$ cat src/rtl/irq_ctrl.sv
// -----------------------------------------------------------------------------
// irq_ctrl - memory-mapped interrupt controller
//
// Synchronises up to NSRC asynchronous interrupt sources, latches them into a
// pending register (per-source rising-edge or level mode), masks them, and
// presents the lowest-index pending&mask source to the CPU as a registered
// request. The CPU acknowledges with a CLAIM store and finishes with an EOI
// store. After EOI an optional holdoff window keeps irq low for HOLDOFF cycles.
//
// Register window (word offsets from BASE_ADDR):
//   0x00 PENDING  read; store = write-1-to-clear on edge-mode bits
//   0x04 MASK     read/write
//   0x08 EDGE     read/write (1 = rising edge, 0 = level)
//   0x0C CLAIM    write only (wdata[2:0] = id), reads 0
//   0x10 EOI      write only, reads 0
//
// Ports:
//   clk         clock
//   reset       synchronous active-high reset
//   src         asynchronous interrupt sources, active-high
//   bus_addr    CPU data address
//   bus_wdata   CPU store data
//   bus_byteen  store byte enables; a store takes effect only when bit 0 is set
//   bus_rdata   combinational read data for bus_addr
//   irq         registered request to the CPU
//   irq_id      id of the presented source (meaningful while irq=1)
//   busy        high while servicing or in the post-EOI holdoff
// -----------------------------------------------------------------------------
module irq_ctrl #(
  parameter int          NSRC      = 6,
  parameter logic [31:0] BASE_ADDR = 32'h0000_7f40,
  parameter int          HOLDOFF   = 2
) (
  input  logic            clk,
  input  logic            reset,
  input  logic [NSRC-1:0] src,
  input  logic [31:0]     bus_addr,
  input  logic [31:0]     bus_wdata,
  input  logic [3:0]      bus_byteen,
  output logic [31:0]     bus_rdata,
  output logic            irq,
  output logic [2:0]      irq_id,
  output logic            busy
);

  localparam int CW = (HOLDOFF < 2) ? 1 : $clog2(HOLDOFF);
  localparam logic [CW-1:0] HOLD_LOAD = (HOLDOFF > 0) ? CW'(HOLDOFF - 1) : '0;

  typedef enum logic [1:0] {
    ST_IDLE    = 2'd0,
    ST_ASSERT  = 2'd1,
    ST_SERVICE = 2'd2,
    ST_HOLDOFF = 2'd3
  } state_t;

  // Registers
  logic [NSRC-1:0] r_s1, r_s2, r_s3;
  logic [NSRC-1:0] r_pending;
  logic [NSRC-1:0] r_mask;
  logic [NSRC-1:0] r_edge_mode;
  state_t          r_state;
  logic [CW-1:0]   r_hold_cnt;
  logic            r_irq;
  logic [2:0]      r_irq_id;
  logic            r_busy;

  // Combinational
  logic [31:0]     w_word;
  logic            w_sel_pend, w_sel_mask, w_sel_edge, w_sel_claim, w_sel_eoi;
  logic            w_store;
  logic [NSRC-1:0] w_rise;
  logic [NSRC-1:0] w_active;
  logic            w_any;
  logic [2:0]      w_winner;
  logic [2:0]      w_claim_id;
  logic            w_claim_ok;
  logic            w_eoi_ok;
  logic [NSRC-1:0] w_clr;
  logic [NSRC-1:0] w_pending_next;
  state_t          w_state_next;
  logic [CW-1:0]   w_hold_next;
  logic            w_unused;

  // Address decode on the word address
  assign w_word      = bus_addr & ~32'd3;
  assign w_sel_pend  = (w_word == BASE_ADDR);
  assign w_sel_mask  = (w_word == BASE_ADDR + 32'h4);
  assign w_sel_edge  = (w_word == BASE_ADDR + 32'h8);
  assign w_sel_claim = (w_word == BASE_ADDR + 32'hC);
  assign w_sel_eoi   = (w_word == BASE_ADDR + 32'h10);
  assign w_store     = bus_byteen[0];
  assign w_claim_id  = bus_wdata[2:0];

  // Upper data bits and upper byte enables carry no meaning here
  assign w_unused = &{1'b0, bus_wdata, bus_byteen[3:1]};

  assign w_rise   = r_s2 & ~r_s3;
  assign w_active = r_pending & r_mask;
  assign w_any    = |w_active;

  // Lowest index wins: scan downwards so the last hit is the smallest index
  always_comb begin
    w_winner = 3'd0;
    for (int i = NSRC - 1; i >= 0; i--) begin
      if (w_active[i]) begin
        w_winner = 3'(i);
      end
    end
  end

  // A claim is honoured only for the source currently being presented, so a
  // claim for another pending source does not steal the handshake.
  assign w_claim_ok = w_store && w_sel_claim && (r_state == ST_ASSERT) &&
                      w_any && (w_claim_id == w_winner);
  assign w_eoi_ok   = w_store && w_sel_eoi && (r_state == ST_SERVICE);

  // Per-source pending update. Edge mode: a rise beats a simultaneous clear.
  // Level mode: the bit simply follows the synchronised input.
  generate
    for (genvar gi = 0; gi < NSRC; gi++) begin : g_src
      assign w_clr[gi] = (w_store && w_sel_pend && bus_wdata[gi]) ||
                         (w_claim_ok && (w_winner == 3'(gi)));
      assign w_pending_next[gi] = r_edge_mode[gi]
                                ? (w_rise[gi] | (r_pending[gi] & ~w_clr[gi]))
                                : r_s2[gi];
    end
  endgenerate

  // Next-state logic
  always_comb begin
    w_state_next = r_state;
    w_hold_next  = r_hold_cnt;
    case (r_state)
      ST_IDLE: begin
        if (w_any) begin
          w_state_next = ST_ASSERT;
        end
      end
      ST_ASSERT: begin
        if (!w_any) begin
          w_state_next = ST_IDLE;
        end else if (w_claim_ok) begin
          w_state_next = ST_SERVICE;
        end
      end
      ST_SERVICE: begin
        if (w_eoi_ok) begin
          if (HOLDOFF == 0) begin
            w_state_next = ST_IDLE;
          end else begin
            w_state_next = ST_HOLDOFF;
            w_hold_next  = HOLD_LOAD;
          end
        end
      end
      ST_HOLDOFF: begin
        if (r_hold_cnt == '0) begin
          w_state_next = ST_IDLE;
        end else begin
          w_hold_next = r_hold_cnt - CW'(1);
        end
      end
      default: begin
        w_state_next = ST_IDLE;
      end
    endcase
  end

  always_ff @(posedge clk) begin
    if (reset) begin
      r_s1        <= '0;
      r_s2        <= '0;
      r_s3        <= '0;
      r_pending   <= '0;
      r_mask      <= '0;
      r_edge_mode <= '1;
      r_state     <= ST_IDLE;
      r_hold_cnt  <= '0;
      r_irq       <= 1'b0;
      r_irq_id    <= 3'd0;
      r_busy      <= 1'b0;
    end else begin
      r_s1      <= src;
      r_s2      <= r_s1;
      r_s3      <= r_s2;
      r_pending <= w_pending_next;
      if (w_store && w_sel_mask) begin
        r_mask <= bus_wdata[NSRC-1:0];
      end
      if (w_store && w_sel_edge) begin
        r_edge_mode <= bus_wdata[NSRC-1:0];
      end
      r_state    <= w_state_next;
      r_hold_cnt <= w_hold_next;
      r_irq      <= (w_state_next == ST_ASSERT);
      r_irq_id   <= w_winner;
      r_busy     <= (w_state_next == ST_SERVICE) || (w_state_next == ST_HOLDOFF);
    end
  end

  // Read mux; unused bits and write-only registers read as zero
  always_comb begin
    bus_rdata = 32'd0;
    if (w_sel_pend) begin
      bus_rdata[NSRC-1:0] = r_pending;
    end else if (w_sel_mask) begin
      bus_rdata[NSRC-1:0] = r_mask;
    end else if (w_sel_edge) begin
      bus_rdata[NSRC-1:0] = r_edge_mode;
    end
  end

  assign irq    = r_irq;
  assign irq_id = r_irq_id;
  assign busy   = r_busy;

endmodule

$ cat config.mk
export PLATFORM = sky130hd
export DESIGN_NAME = irq_ctrl
export DESIGN_NICKNAME = d
export VERILOG_FILES = /design/src/rtl/irq_ctrl.sv
export SDC_FILE = /design/constraint.sdc
export NUM_CORES = 1
export LEC_CHECK = 0
export CORE_MARGIN = 2
export CORE_UTILIZATION = 40
export DETAILED_ROUTE_END_ITERATION = 12
export GPL_ROUTABILITY_DRIVEN = 0
export PLACE_DENSITY_LB_ADDON = 0.08
export RECOVER_POWER = 100
export SYNTH_ARGS = -nofsm -noshare
export SYNTH_HDL_FRONTEND = slang
export SYNTH_SLANG_ARGS = --single-unit
$ cat constraint.sdc
create_clock -name clk -period 2.6 [get_ports clk]
set_input_delay 0.65 -clock clk [delete_from_list [all_inputs] [get_ports clk]]
set_output_delay 0.65 -clock clk [all_outputs]
set_load 0.05 [all_outputs]
**Yosys cells after proc, flatten, opt, wreduce, memory -nomap -nowiden**

Index checks and enable logic that the tools add are counted.

- Flip-flop bits (word level): 44
- Bits of input ports: 76
- Output and inout port bits: 37
- Word-level logic and storage cells: 108

- Add/sub/neg operators: 1
- Eq/ne operators: 18
- Mux-type cells: 24
- Bitwise operators: 21
- Reduce and logical (&&, ||, !) cells: 33

Operators with widths:

| kind | number |
|---|---|
| 30-bit by 13-bit equality test with 1-bit output (second input constant) | 5 |
| 1-bit logical AND | 21 |
| 3-bit 2-to-1 mux | 6 |
| 6-bit 2-to-1 mux | 3 |
| 6-bit bitwise AND | 2 |
| 2-bit 2-to-1 mux | 5 |
| 2-bit equality test (second input constant) | 4 |
| 1-bit 2-to-1 mux | 8 |
| 2-bit one-hot mux with 4 select lines | 1 |
| 1-bit logical OR | 7 |
| 1-bit bitwise AND | 6 |
| 3-bit by 2-bit equality test with 1-bit output (second input constant) | 2 |
| 3-bit equality test (second input constant) | 2 |
| 1-bit inverter | 6 |
| 6-bit inverter | 1 |
| 1-bit bitwise OR | 6 |
| 6-bit OR reduction | 1 |
| 2-bit by 1-bit equality test with 1-bit output (second input constant) | 2 |
| 3-bit by 1-bit equality test with 1-bit output (second input constant) | 1 |
| 3-bit equality test | 1 |
| 3-bit logical NOT | 1 |
| 2-bit logical NOT | 1 |
| 2-bit != test (second input constant) | 1 |
| 1-bit one-hot mux with 2 select lines | 1 |
| other kinds (3) | 3 |

**Logic depth before layout (Yosys ltp)**

- Depth in word-level cells: 15
- Gate-level depth with buffers: 6
- Mapped depth without buffers: 5

**Worst setup path after synthesis**

Ideal clock, no wire load.

- Kind: in2out
- Start point: input bus_addr[26]
- End point: output bus_rdata[0]
- Data arrival time: 2.513 ns
- Data required time: 1.950 ns
- Slack: -0.563 ns
- Stages: 5
- Path buffers: 0
- Path through: nor4_2 -> nand4_2 -> nor2_1 -> nand2_1 -> o21ai_0

- Word-level cells in the longest chain between the ends: 4
- Elaborated cells between the ends (all ways): 6
- Classes of those cells: 3 x eq/ne; 3 x mux

Ends and longest elaborated chain:

| what | line | RTL |
|---|---|---|
| start, declared | 37 | `input logic [31:0] bus_addr,` |
| 30-bit by 13-bit equality test with 1-bit output | 88 | `assign w_sel_edge = (w_word == BASE_ADDR + 32'h8);` |
| 6-bit 2-to-1 mux | 208 | `end else if (w_sel_edge) begin` |
| 6-bit 2-to-1 mux | 206 | `end else if (w_sel_mask) begin` |
| 6-bit 2-to-1 mux (*) | 204 | `if (w_sel_pend) begin` |
| end, declared | 40 | `output logic [31:0] bus_rdata,` |

Mark *: on every way between the ends. The rest lies on a longest branch, timed or not.

**Worst setup path in the final report**

- Start point: input bus_addr[20]
- End point: output bus_rdata[0]

Same word-level chain as after synthesis.

==> run_results.csv <==
group,metric,value,unit
run_status,run_status,"complete, but fails checks",
run_status,violations,"negative setup slack",
global_routing,grt_pass1_vias,1711,
cells_and_area,drive_gt1_frac,0.247,
global_routing,antenna_found_initial,0,
timing,post-route-period-util,1.06,
die,die-height,77.8,microns
detailed_routing,drt.antenna.violating_nets,0,
global_routing,grt_max_degree,33,
pwr,max-vdd-ir-drop,0.000403,V
cts,cts_sinks,43,
timing,final.setup.worst_slack,-0.158,ns
cts,ctsHoldBuffers,0,
critical_path,crit_required,1.95,ns
synthesis,syn_inst,234,
critical_path,cp_cell_sequence,"dlygate4sd2_1, nor4_1, nand2_2, nor4b_4, buf_6, a22oi_2, o21ai_4, buf_12",
cells_and_area,finalNetCount,391,
die,die-area,6060,sq um
cts,root_buffer,"clkbuf_8",
placement,dp_slack,-0.686,ns
cells_and_area,antenna_cells,0,
cells_and_area,n_fill_cell,461,
die,core,5170,sq um
critical_path,start_kind,"input pin",
timing,fin_setup_tns,-0.874,ns
hold_path,hp-class,"reg -> reg",
pwr,p_leak,1.34,nW
synthesis,yosysTopAreaCellShare,0.395,
hold_path,hold_path.startpoint,"r_s1[4]$_SDFF_PP0_",
cells_and_area,seq_area,861,sq um
critical_path,critPathMaxFanout,6,
cells_and_area,fin_util,0.615,
cts,cts_buffers,5,
detailed_routing,drc_errors,0,
die,rows,26,
cts,cts_tree,"done",
critical_path,slowest_delay,0.30,ns
synthesis,netlist-cell-type-count,44,
pwr,p_comb_frac,0.146,
synthesis,synthTopCellsByArea,"dfxtp_1 (39%), buf_4 (9.0%), mux2i_1 (5.5%), nor2b_1 (5.5%), a22oi_1 (3.4%)",
cts,cts-htree-levels,2,
die,start_util,0.422,
pwr,p_clk_frac,0.374,
detailed_routing,wl_per_cell,12.8,microns
timing,rsz0062_at_grt,"true",
timing,slew_violations,0,
critical_path,crit_family,"simple AND/OR/NAND/NOR gates",
global_routing,grt_pass1_wl,8490,microns
cts,clkTransAtPathRegs,0.09,ns
placement,io_buffers,55,
synthesis,seq_area_frac_synth,0.395,
critical_path,worstPathArrival,2.11,ns
timing,worst_pin_slew,0.511,ns
detailed_routing,dr.pass1.iters,4,
pwr,power_density,448,nW/um^2
die,ioPinCount,113,
placement,dp_hpwl,3910,microns
pwr,p_int,1.04,mW
pwr,swShare,0.271,
die,die_w,77.8,microns
timing,setup_viol,6,
pwr,power_frac_seq,0.480,
cells_and_area,final_cell_mix,"dfxtp_1 (43), conb_1 (26), nor2b_1 (19)",
pwr,switchingPower,0.386,mW
run,max-cap-violations,0,
timing,finalClockSkew,0.00601,ns
critical_path,cp_num_buf_inv,3,
cts,cts.path.max_buffers,2,
cts,worst_skew_pair.late_latency,0.30,ns
cells_and_area,final_common_cell,"dfxtp_1",
timing,slew-limit-headroom,0.659,
detailed_routing,wl,4950,microns
synthesis,synth_seq_cells,43,
critical_path,crit_slowest_cell,"nor4_1",
global_routing,grt_use_total,0.175,
critical_path,r2r_start,"r_pending[3]$_SDFF_PP0_",
timing,period_minus_slack,2.76,ns
cells_and_area,syn2layout_area_growth,45.8,%
synthesis,synth_area,2180,sq um
timing,fmax,363,MHz
detailed_routing,viasPerCell,4.86,
synthesis,avgSynthCellArea,9.32,sq um
critical_path,critPathLaunch,"bus_addr[20]",
synthesis,yosysWarnings,0,
timing,hold_violations,0,
cells_and_area,multi_input_area,1320,sq um
synthesis,yosysTopAreaCell,"dfxtp_1",
detailed_routing,drt_iter0_markers,97,
global_routing,grt_overflow_total,0,
critical_path,end_kind,"output pin",
detailed_routing,vias,1875,
critical_path,worstSetupPathType,"in -> out",
cells by family (layout without fill, tap and decap cells):
family,count (synthesis),count (layout),share of synthesized area
flops,43,43,0.395
simple gates,84,84,0.258
other cells,1,26,0.00172
buf+inv,42,99,0.118
mux,12,12,0.0551
xor+xnor,1,1,0.00402
compound gates,51,51,0.169
layer usage:
layer,global-route usage,part of all wire,up-vias
li1,-,-,957
met1,0.241,0.46,848
met2,0.272,0.47,62
met3,0.0302,0.056,8
met4,0.0643,0.015,0
met5,0,0,-
state kept, by name, indices dropped and copies added, names as in the netlist:
name / flops
r_edge_mode: 6
r_mask: 6
r_pending: 6
r_s1: 6
r_s2: 6
r_s3: 6
irq_id: 3
r_state: 2
irq: 1
r_hold_cnt: 1
cell type report:
cell class	instances	share of cell area
clock inverters	3	0.0146
repair buffers	81	0.238
clock buffers	5	0.0216
multi-input cells	174	0.416
well taps	70	0.0275
flip-flops and latches	43	0.271
inverters	10	0.0118
path summary, 6_finish.rpt:
check	end	slack, ns	depth (start not counted)
setup reg to reg	r_pending[4]$_SDFF_PP0_	0.61	6
hold / removal	r_s2[4]$_SDFF_PP0_	0.44	1
setup / recovery	bus_rdata[0]	-0.16	8
hold reg to reg	r_s2[4]$_SDFF_PP0_	0.44	1
power by group through the flow:
stage	combinational [mW]	sequential [mW]	clock (mW)
floorplan	0.150	0.696	0
global placement	0.214	0.697	0
detailed placement	0.215	0.698	0
CTS	0.212	0.683	0.546
global route	0.221	0.686	0.576
finish	0.208	0.683	0.533
cell usage after synthesis:
cell type  number
a2111oi_0       4
a211oi_1        1
a21boi_0        6
a21boi_1        1
a21oi_1         2
a22o_1          2
a22oi_1        10
a2bb2oi_1       6
a311oi_1        1
a31o_2          1
a31oi_1         7
a32oi_1         1
and2_1          1
and3_1          1
and4_1          1
and4bb_2        1
buf_2           2
buf_4          26
clkbuf_1        4
conb_1          1
dfxtp_1        43
inv_1          10
mux2i_1        12
nand2_1        17
nand3_1         8
nand3b_1        1
nand4_2         1
nand4b_4        1
nor2_1         14
nor2b_1        19
nor3_1          1
nor3b_1         1
nor4_1          4
nor4_2          4
nor4_4          2
nor4b_1         1
nor4b_2         2
o211ai_1        1
o21ai_0         7
o21ai_1         1
or3_1           1
or4b_1          2
or4b_4          1
xnor2_1         1
repair_timing:
| action | 4_1_cts | 5_1_grt |
|---|---|---|
| setup buffers | 5 | 0 |
| resized for setup | 55 | 29 |
| setup endpoints to repair | 7 | 7 |
| pin swaps | 15 | 14 |
stage by stage:
stage / instances / instance area (sq um) / power, mW / hold slack [ns]
final: 386 / 3180 / 1.42 / 0.441
after global routing: 386 / 3180 / 1.48 / 0.464
after CTS: 386 / 3220 / 1.44 / 0.446
after detailed placement: 373 / 3020 / 0.913 / 0.424
after global placement: 373 / 3020 / 0.912 / 0.418
after floorplan: 259 / 2370 / 0.846 / 0.414
(Power assumes the default switching activity.)
